### src/rtl/zero_rle_packer_pkg.sv
// Shared types and code constants for the zero-run-length packer.
// Contents: FSM state enum, datapath widths, byte-code tags and literal range.
package zero_rle_packer_pkg;

  localparam int unsigned COEF_W = 9;   // signed coefficient width
  localparam int unsigned BYTE_W = 8;   // output code width
  localparam int unsigned CNT_W  = 18;  // byte_count width
  localparam int unsigned RUN_W  = 6;   // run byte length field, holds n-1

  typedef enum logic [2:0] {
    S_ACC,
    S_LIT,
    S_ESC_LO,
    S_FLUSH,
    S_EOB
  } state_e;

  localparam logic [1:0]               RUN_TAG  = 2'b10;
  localparam logic [6:0]               ESC_TAG  = 7'b1100000;
  localparam logic [BYTE_W-1:0]        EOB_CODE = 8'hFF;
  localparam logic signed [COEF_W-1:0] LIT_MIN  = -9'sd64;
  localparam logic signed [COEF_W-1:0] LIT_MAX  = 9'sd63;

endpackage

### src/rtl/zero_rle_packer_if.sv
// Stream interface of the zero-run-length packer.
// Input side: in_coef/in_valid/in_last from the wavelet datapath, in_ready back.
// Output side: out_data/out_write to the coded byte store, done pulse, byte_count.
// Modports: master = upstream/store side, slave = packer.
interface zero_rle_packer_if
  import zero_rle_packer_pkg::*;
();

  logic signed [COEF_W-1:0] in_coef;
  logic                     in_valid;
  logic                     in_last;
  logic                     in_ready;
  logic [BYTE_W-1:0]        out_data;
  logic                     out_write;
  logic                     done;
  logic [CNT_W-1:0]         byte_count;

  modport master (
    output in_coef, in_valid, in_last,
    input  in_ready, out_data, out_write, done, byte_count
  );

  modport slave (
    input  in_coef, in_valid, in_last,
    output in_ready, out_data, out_write, done, byte_count
  );

endinterface

### src/rtl/zrle_code_format.sv
// Combinational coefficient-to-code mapper.
// coef_i        : signed coefficient (caller guarantees nonzero when used)
// is_literal_o  : coefficient fits the 7-bit signed literal code
// first_byte_o  : literal byte, or escape byte 1100000s carrying the sign bit
// second_byte_o : low byte coef[7:0], only meaningful after an escape
module zrle_code_format
  import zero_rle_packer_pkg::*;
(
  input  logic signed [COEF_W-1:0] coef_i,
  output logic                     is_literal_o,
  output logic [BYTE_W-1:0]        first_byte_o,
  output logic [BYTE_W-1:0]        second_byte_o
);

  always_comb begin
    is_literal_o  = (coef_i >= LIT_MIN) && (coef_i <= LIT_MAX);
    first_byte_o  = is_literal_o ? {1'b0, coef_i[6:0]} : {ESC_TAG, coef_i[8]};
    second_byte_o = coef_i[7:0];
  end

endmodule

### src/rtl/zero_rle_packer.sv
// Zero-run-length packer: turns 9-bit signed coefficients into a byte stream of
// literal (0vvvvvvv), run (10nnnnnn, n+1 zeros), escape (1100000s + low byte)
// and EOB (0xFF) codes. One byte per cycle at most, no output backpressure.
// Ports:
//   clk : rising-edge clock
//   rst : asynchronous active-low reset
//   bus : zero_rle_packer_if.slave (coefficient input, byte output, done, byte_count)
// Build option: define ZRLE_BYTE_COUNT_EN to get a saturating emitted-byte counter
// on byte_count; otherwise byte_count is tied to zero.
module zero_rle_packer
  import zero_rle_packer_pkg::*;
#(
  parameter int unsigned RUN_MAX = 64  // 1..64
) (
  input logic               clk,
  input logic               rst,
  zero_rle_packer_if.slave  bus
);

  localparam logic [RUN_W:0]   RunMaxC  = (RUN_W+1)'(RUN_MAX);
  localparam logic [RUN_W-1:0] RunMaxM1 = RUN_W'(RUN_MAX - 1);

  state_e                   state_q;
  logic [RUN_W-1:0]         run_cnt_q;
  logic signed [COEF_W-1:0] coef_q;
  logic                     last_q;
  logic [BYTE_W-1:0]        out_data_q;
  logic                     out_write_q;
  logic                     done_q;

  logic signed [COEF_W-1:0] fmt_coef;
  logic                     is_literal;
  logic [BYTE_W-1:0]        first_byte;
  logic [BYTE_W-1:0]        second_byte;
  logic [RUN_W:0]           cnt_inc;
  logic [RUN_W-1:0]         run_m1;
  logic                     coef_is_zero;

  // Only S_ACC looks at the live input; every other state formats the held coefficient.
  assign fmt_coef     = (state_q == S_ACC) ? bus.in_coef : coef_q;
  assign cnt_inc      = {1'b0, run_cnt_q} + (RUN_W+1)'(1);
  assign run_m1       = run_cnt_q - RUN_W'(1);
  assign coef_is_zero = (bus.in_coef == '0);

  zrle_code_format u_fmt (
    .coef_i        (fmt_coef),
    .is_literal_o  (is_literal),
    .first_byte_o  (first_byte),
    .second_byte_o (second_byte)
  );

  always_ff @(posedge clk or negedge rst) begin
    if (!rst) begin
      state_q     <= S_ACC;
      run_cnt_q   <= '0;
      coef_q      <= '0;
      last_q      <= 1'b0;
      out_data_q  <= '0;
      out_write_q <= 1'b0;
      done_q      <= 1'b0;
    end else begin
      out_write_q <= 1'b0;
      done_q      <= 1'b0;
      case (state_q)
        S_ACC: begin
          if (bus.in_valid) begin
            if (coef_is_zero) begin
              // A full run is flushed on the same edge that completes it.
              if (cnt_inc == RunMaxC) begin
                out_data_q  <= {RUN_TAG, RunMaxM1};
                out_write_q <= 1'b1;
                run_cnt_q   <= '0;
              end else begin
                run_cnt_q <= cnt_inc[RUN_W-1:0];
              end
              if (bus.in_last) state_q <= S_FLUSH;
            end else if (run_cnt_q == '0) begin
              out_data_q  <= first_byte;
              out_write_q <= 1'b1;
              if (is_literal) begin
                state_q <= bus.in_last ? S_FLUSH : S_ACC;
              end else begin
                coef_q  <= bus.in_coef;
                last_q  <= bus.in_last;
                state_q <= S_ESC_LO;
              end
            end else begin
              // Pending run goes out first; the coefficient waits in coef_q.
              out_data_q  <= {RUN_TAG, run_m1};
              out_write_q <= 1'b1;
              run_cnt_q   <= '0;
              coef_q      <= bus.in_coef;
              last_q      <= bus.in_last;
              state_q     <= S_LIT;
            end
          end
        end
        S_LIT: begin
          out_data_q  <= first_byte;
          out_write_q <= 1'b1;
          if (is_literal) state_q <= last_q ? S_FLUSH : S_ACC;
          else            state_q <= S_ESC_LO;
        end
        S_ESC_LO: begin
          out_data_q  <= second_byte;
          out_write_q <= 1'b1;
          state_q     <= last_q ? S_FLUSH : S_ACC;
        end
        S_FLUSH: begin
          if (run_cnt_q != '0) begin
            out_data_q  <= {RUN_TAG, run_m1};
            out_write_q <= 1'b1;
          end
          run_cnt_q <= '0;
          state_q   <= S_EOB;
        end
        S_EOB: begin
          out_data_q  <= EOB_CODE;
          out_write_q <= 1'b1;
          done_q      <= 1'b1;
          run_cnt_q   <= '0;
          last_q      <= 1'b0;
          state_q     <= S_ACC;
        end
        default: state_q <= S_ACC;
      endcase
    end
  end

  assign bus.in_ready  = (state_q == S_ACC);
  assign bus.out_data  = out_data_q;
  assign bus.out_write = out_write_q;
  assign bus.done      = done_q;

`ifdef ZRLE_BYTE_COUNT_EN
  logic [CNT_W-1:0] byte_count_q;

  always_ff @(posedge clk or negedge rst) begin
    if (!rst) begin
      byte_count_q <= '0;
    end else if (out_write_q && (byte_count_q != '1)) begin
      byte_count_q <= byte_count_q + CNT_W'(1);
    end
  end

  assign bus.byte_count = byte_count_q;
`else
  assign bus.byte_count = '0;
`endif

endmodule
### src/flat_wrapper.sv
// flat-port wrapper written by rule: the top's interface ports become plain ports
module zero_rle_packer_flat import zero_rle_packer_pkg::*;
#(
  parameter int unsigned RUN_MAX = 64          
)
  (clk, rst, bus_in_coef, bus_in_valid, bus_in_last, bus_in_ready, bus_out_data, bus_out_write, bus_done, bus_byte_count);
  zero_rle_packer_if bus_i ();
  input logic clk;
  input logic rst;
  input wire logic [$bits(bus_i.in_coef)-1:0] bus_in_coef;
  input wire logic [$bits(bus_i.in_valid)-1:0] bus_in_valid;
  input wire logic [$bits(bus_i.in_last)-1:0] bus_in_last;
  output wire logic [$bits(bus_i.in_ready)-1:0] bus_in_ready;
  output wire logic [$bits(bus_i.out_data)-1:0] bus_out_data;
  output wire logic [$bits(bus_i.out_write)-1:0] bus_out_write;
  output wire logic [$bits(bus_i.done)-1:0] bus_done;
  output wire logic [$bits(bus_i.byte_count)-1:0] bus_byte_count;
  assign bus_i.in_coef = bus_in_coef;
  assign bus_i.in_valid = bus_in_valid;
  assign bus_i.in_last = bus_in_last;
  assign bus_in_ready = bus_i.in_ready;
  assign bus_out_data = bus_i.out_data;
  assign bus_out_write = bus_i.out_write;
  assign bus_done = bus_i.done;
  assign bus_byte_count = bus_i.byte_count;
  zero_rle_packer #(.RUN_MAX(RUN_MAX)) u_core (.clk(clk), .rst(rst), .bus(bus_i));
endmodule
### config.mk
export PLATFORM = sky130hd
export DESIGN_NAME = zero_rle_packer_flat
export DESIGN_NICKNAME = d
export VERILOG_FILES = /design/src/rtl/zero_rle_packer_pkg.sv /design/src/rtl/zero_rle_packer_if.sv /design/src/rtl/zrle_code_format.sv /design/src/rtl/zero_rle_packer.sv /design/src/flat_wrapper.sv
export SDC_FILE = /design/constraint.sdc
export NUM_CORES = 1
export LEC_CHECK = 0
export CORE_MARGIN = 3
export CORE_UTILIZATION = 45
export CTS_BUF_LIST = sky130_fd_sc_hd__clkbuf_16
export DETAILED_ROUTE_END_ITERATION = 8
export PLACE_DENSITY = 0.73
export RECOVER_POWER = 25
export SLEW_MARGIN = 5
export SYNTH_ARGS = -nofsm -noshare
export SYNTH_HDL_FRONTEND = slang
export SYNTH_HIERARCHICAL = 1
export SYNTH_SLANG_ARGS = --single-unit
export TNS_END_PERCENT = 10
### constraint.sdc
create_clock -name clk -period 3.15 [get_ports clk]
set_clock_uncertainty 0.15 [all_clocks]
set_input_delay 0.63 -clock clk [delete_from_list [all_inputs] [get_ports clk]]
set_output_delay 0.63 -clock clk [all_outputs]
set_load 0.02 [all_outputs]
==> results.toml, run 1 <==
[status]
status = "finished with violations"
failed_checks = "capacitance limit, slew limit"

[synth]
syn_avg_cell_area_um2 = 9.284
synth_warnings = 6
seq_area_frac_synth_pct = 31.27
ys.flop_type = "dfrtp_1"
synth_area_um2 = 2321
yosys_register_bits = 29
synth_cell_types = 60
synth_cells = 250
synth-edff-count = 0
async_reset_ff_share_pct = 100.0

[layout]
area_growth_pct = 13.85
fin_cells = 333
nets = 280
drive_gt1_share_pct = 22.93
mostFrequentLayoutCell = "dfrtp_1"
regArea_um2 = 725.7
nFillCells = 437
antennaDiodeCount = 0
final_cell_mix = "dfrtp_1 (29), mux2_2 (24), clkdlybuf4s50_1 (22)"
multiInputGateArea_um2 = 1319

[critical_path]
cpMaxStageDelayCell = "or3_4"
critPathMostFrequentCell = "mux2_2"
r2r_start = "u_core/state_q[1]"
slowest_delay_ps = 420
path_max_fanout = 15
critPathLaunchType = "register"
critPathRequiredTime_ps = 3210
cp-end-kind = "register"
r2r_slack_ps = 220
cp.arrival_ps = 2990
path_class = "register to register"
startpoint = "u_core/state_q[1]"
path_cells = "nor3_2 > buf_4 > mux2_2 > or3_4 > nand2_4 > and2_1 > nand2_1 > o31ai_1 > a2111oi_2 > a211oi_1 > mux2_2"

[place]
pre_cts_ws_ps = 62.22
gp_congestion = 0.9218
portBuffers = 23
place_inst = 325
dp_hpwl_mm = 3.800

[power]
switching_power_mw = 1.018
leakage_nw = 1.097
power.density_nw_per_um2 = 1025
pwr-share-seq_pct = 21.4
clkPwrFrac_pct = 22.7
p_sw_share_pct = 37.58
power.total_mw = 2.708
comb_power_share_pct = 55.8
p_int_mw = 1.690
ir_drop_v = 0.0005275

[timing]
finalHoldViolations = 0
tns_ps = 0
max_freq_mhz = 341.1
final-setup-viol-count = 0
finalCritPeriodShare_pct = 93.08
slew-limit-headroom_pct = -3.602
rsz0062_at_grt = "no"
tightest_slew_ps = 1554
final_max_slew_viol_count = 30
fin_ws_ps = 218.0
period_minus_slack_ps = 2932
holdWs_ps = 348.5

[cts]
ctsHoldBuffers = 0
clock_latency_ps = 270
cts_setup_buffers = 0
cts.path.max_buffers = 2
clk_pin_slew_ps = 50
ctsHtreeMaxLevel = 2
numClockSinks = 29
ctsRootBufferMaster = "clkbuf_16"
cts_buffers = 5
cts_resized = 0
cts_tree = "built"

[routing]
wl_per_cell_um = 15.25
dr.pass1.iters = 5
vias = 1905
via_per_inst = 5.721
drt_iter0_drc = 154
routed_wirelength_mm = 5.078
drcViolationCount = 0
drtAntennaViolNets = 0

[grt]
grt_pass1_vias = 1774
antenna_found_initial = 0
grt_first_pass_wirelength_mm = 8.776
overflow = 0
grt_max_degree = 30
gr-usage-all-layers_pct = 18.48

[die]
die-area_um2 = 6055
dieHeight_um = 77.82
core_um2 = 4848
die_width_um = 77.82
io_pins = 42
start_util_pct = 47.87
num_rows = 25

[run]
cap_violations = 1

[hold_path]
worstHoldStart = "u_core/coef_q[7]"
holdCritPathClass = "register to register"
-- layout make-up --
| class | instances | area share [%] |
|---|---|---|
| multi-input combinational | 188 | 49.91 |
| sequential | 29 | 27.46 |
| timing repair buffer | 31 | 10.84 |
| clock buffer | 5 | 4.735 |
| tap | 67 | 3.172 |
| clock inverter | 3 | 2.462 |
| inverter | 10 | 1.420 |
-- cell usage after synthesis (3+ instances only) --
library cell	instances	area, µm²
a21oi_1	10	50.05
a31oi_1	3	18.77
and2_1	5	31.28
buf_4	27	202.7
clkbuf_1	4	15.01
clkbuf_8	4	55.05
dfrtp_1	29	725.7
inv_1	10	37.54
mux2_2	24	270.3
nand2_1	12	45.04
nand2b_1	7	43.79
nand3_1	9	45.04
nor2_1	16	60.06
nor3_1	4	20.02
nor4_1	5	31.28
o21ai_0	12	60.06
o22ai_1	5	31.28
o31ai_1	6	45.04
-- state kept, by name, indices dropped and copies added, names as in the netlist --
signal                flops
u_core/bus.done           1
u_core/bus.out_data       8
u_core/bus.out_write      1
u_core/coef_q             9
u_core/last_q             1
u_core/run_cnt_q          6
u_core/state_q            3
-- critical path, delay by kind of cell, from the launching register on --
family	cells	cell delay (ps)
mux	2	630
simple gates	5	940
buf+inv	1	240
compound gates	3	530
flops	1	380
-- kinds of logic (layout without fill, tap and decap cells) --
group / Yosys count / count (layout) / share of synthesized area (%)
AO/OA/AOI/OAI: 59 / 59 / 18.98
XOR/XNOR: 2 / 2 / 1.078
adder cells (fa/ha/maj): 2 / 2 / 1.078
buffers and inverters: 50 / 49 / 14.66
flip-flops: 29 / 29 / 31.27
multiplexers: 27 / 27 / 13.21
other: 1 / 18 / 0.1616
AND/OR/NAND/NOR: 80 / 80 / 19.57
-- final timing paths --
path                                     endpoint  cells past startpoint
max                        u_core/bus.out_data[5]                     11
min                              u_core/coef_q[7]                      1
max reg2reg                u_core/bus.out_data[5]                     11
min reg2reg                      u_core/coef_q[7]                      1
max in group asynchronous        u_core/coef_q[8]                      2
min in group asynchronous     u_core/run_cnt_q[3]                      2
-- per-layer routing --
layer / up-vias / track usage, % / part of all wire, %
met1: 917 / 25.00 / 44
met5: - / 0 / 0
met2: 76 / 27.65 / 47
met3: 17 / 4.756 / 6.2
met4: 0 / 8.185 / 2.7
li1: 895 / - / -
-- stage by stage --
stage / util, % / instance area (µm²)
6_report: 54.50 / 2643
3_5_place_dp: 50.66 / 2456
4_1_cts: 54.58 / 2646
2_1_floorplan: - / 2386
5_1_grt: 54.50 / 2643
3_3_place_gp: 50.66 / 2456
-- power by group through the flow --
stage	clock (mW)	combinational, mW	sequential [mW]
global route	0.649	1.65	0.601
finish	0.615	1.51	0.581
global placement	0	1.48	0.579
detailed placement	0	1.50	0.588
CTS	0.630	1.51	0.582
floorplan	0	1.16	0.641
Note: power is estimated with default switching activity, not from simulation.
==> run 2: changes to the inputs <==
--- a/config.mk
+++ b/config.mk
@@ -5,6 +5,8 @@
 export SDC_FILE = /design/constraint.sdc
 export NUM_CORES = 1
 export LEC_CHECK = 0
+export ABC_CLOCK_PERIOD_IN_PS = 3150
+export CAP_MARGIN = 40
 export CORE_MARGIN = 3
 export CORE_UTILIZATION = 45
 export CTS_BUF_LIST = sky130_fd_sc_hd__clkbuf_16
==> results of run 2 <==
The final DEF is identical to that of run 1; final timing and power are the same.
==> run 3: changes to the inputs <==
--- a/config.mk
+++ b/config.mk
@@ -13,7 +13,7 @@
 export DETAILED_ROUTE_END_ITERATION = 8
 export PLACE_DENSITY = 0.73
 export RECOVER_POWER = 25
-export SLEW_MARGIN = 5
+export SLEW_MARGIN = 40
 export SYNTH_ARGS = -nofsm -noshare
 export SYNTH_HDL_FRONTEND = slang
 export SYNTH_HIERARCHICAL = 1
==> results of run 3 <==
The final DEF is identical to that of run 1; final timing and power are the same.
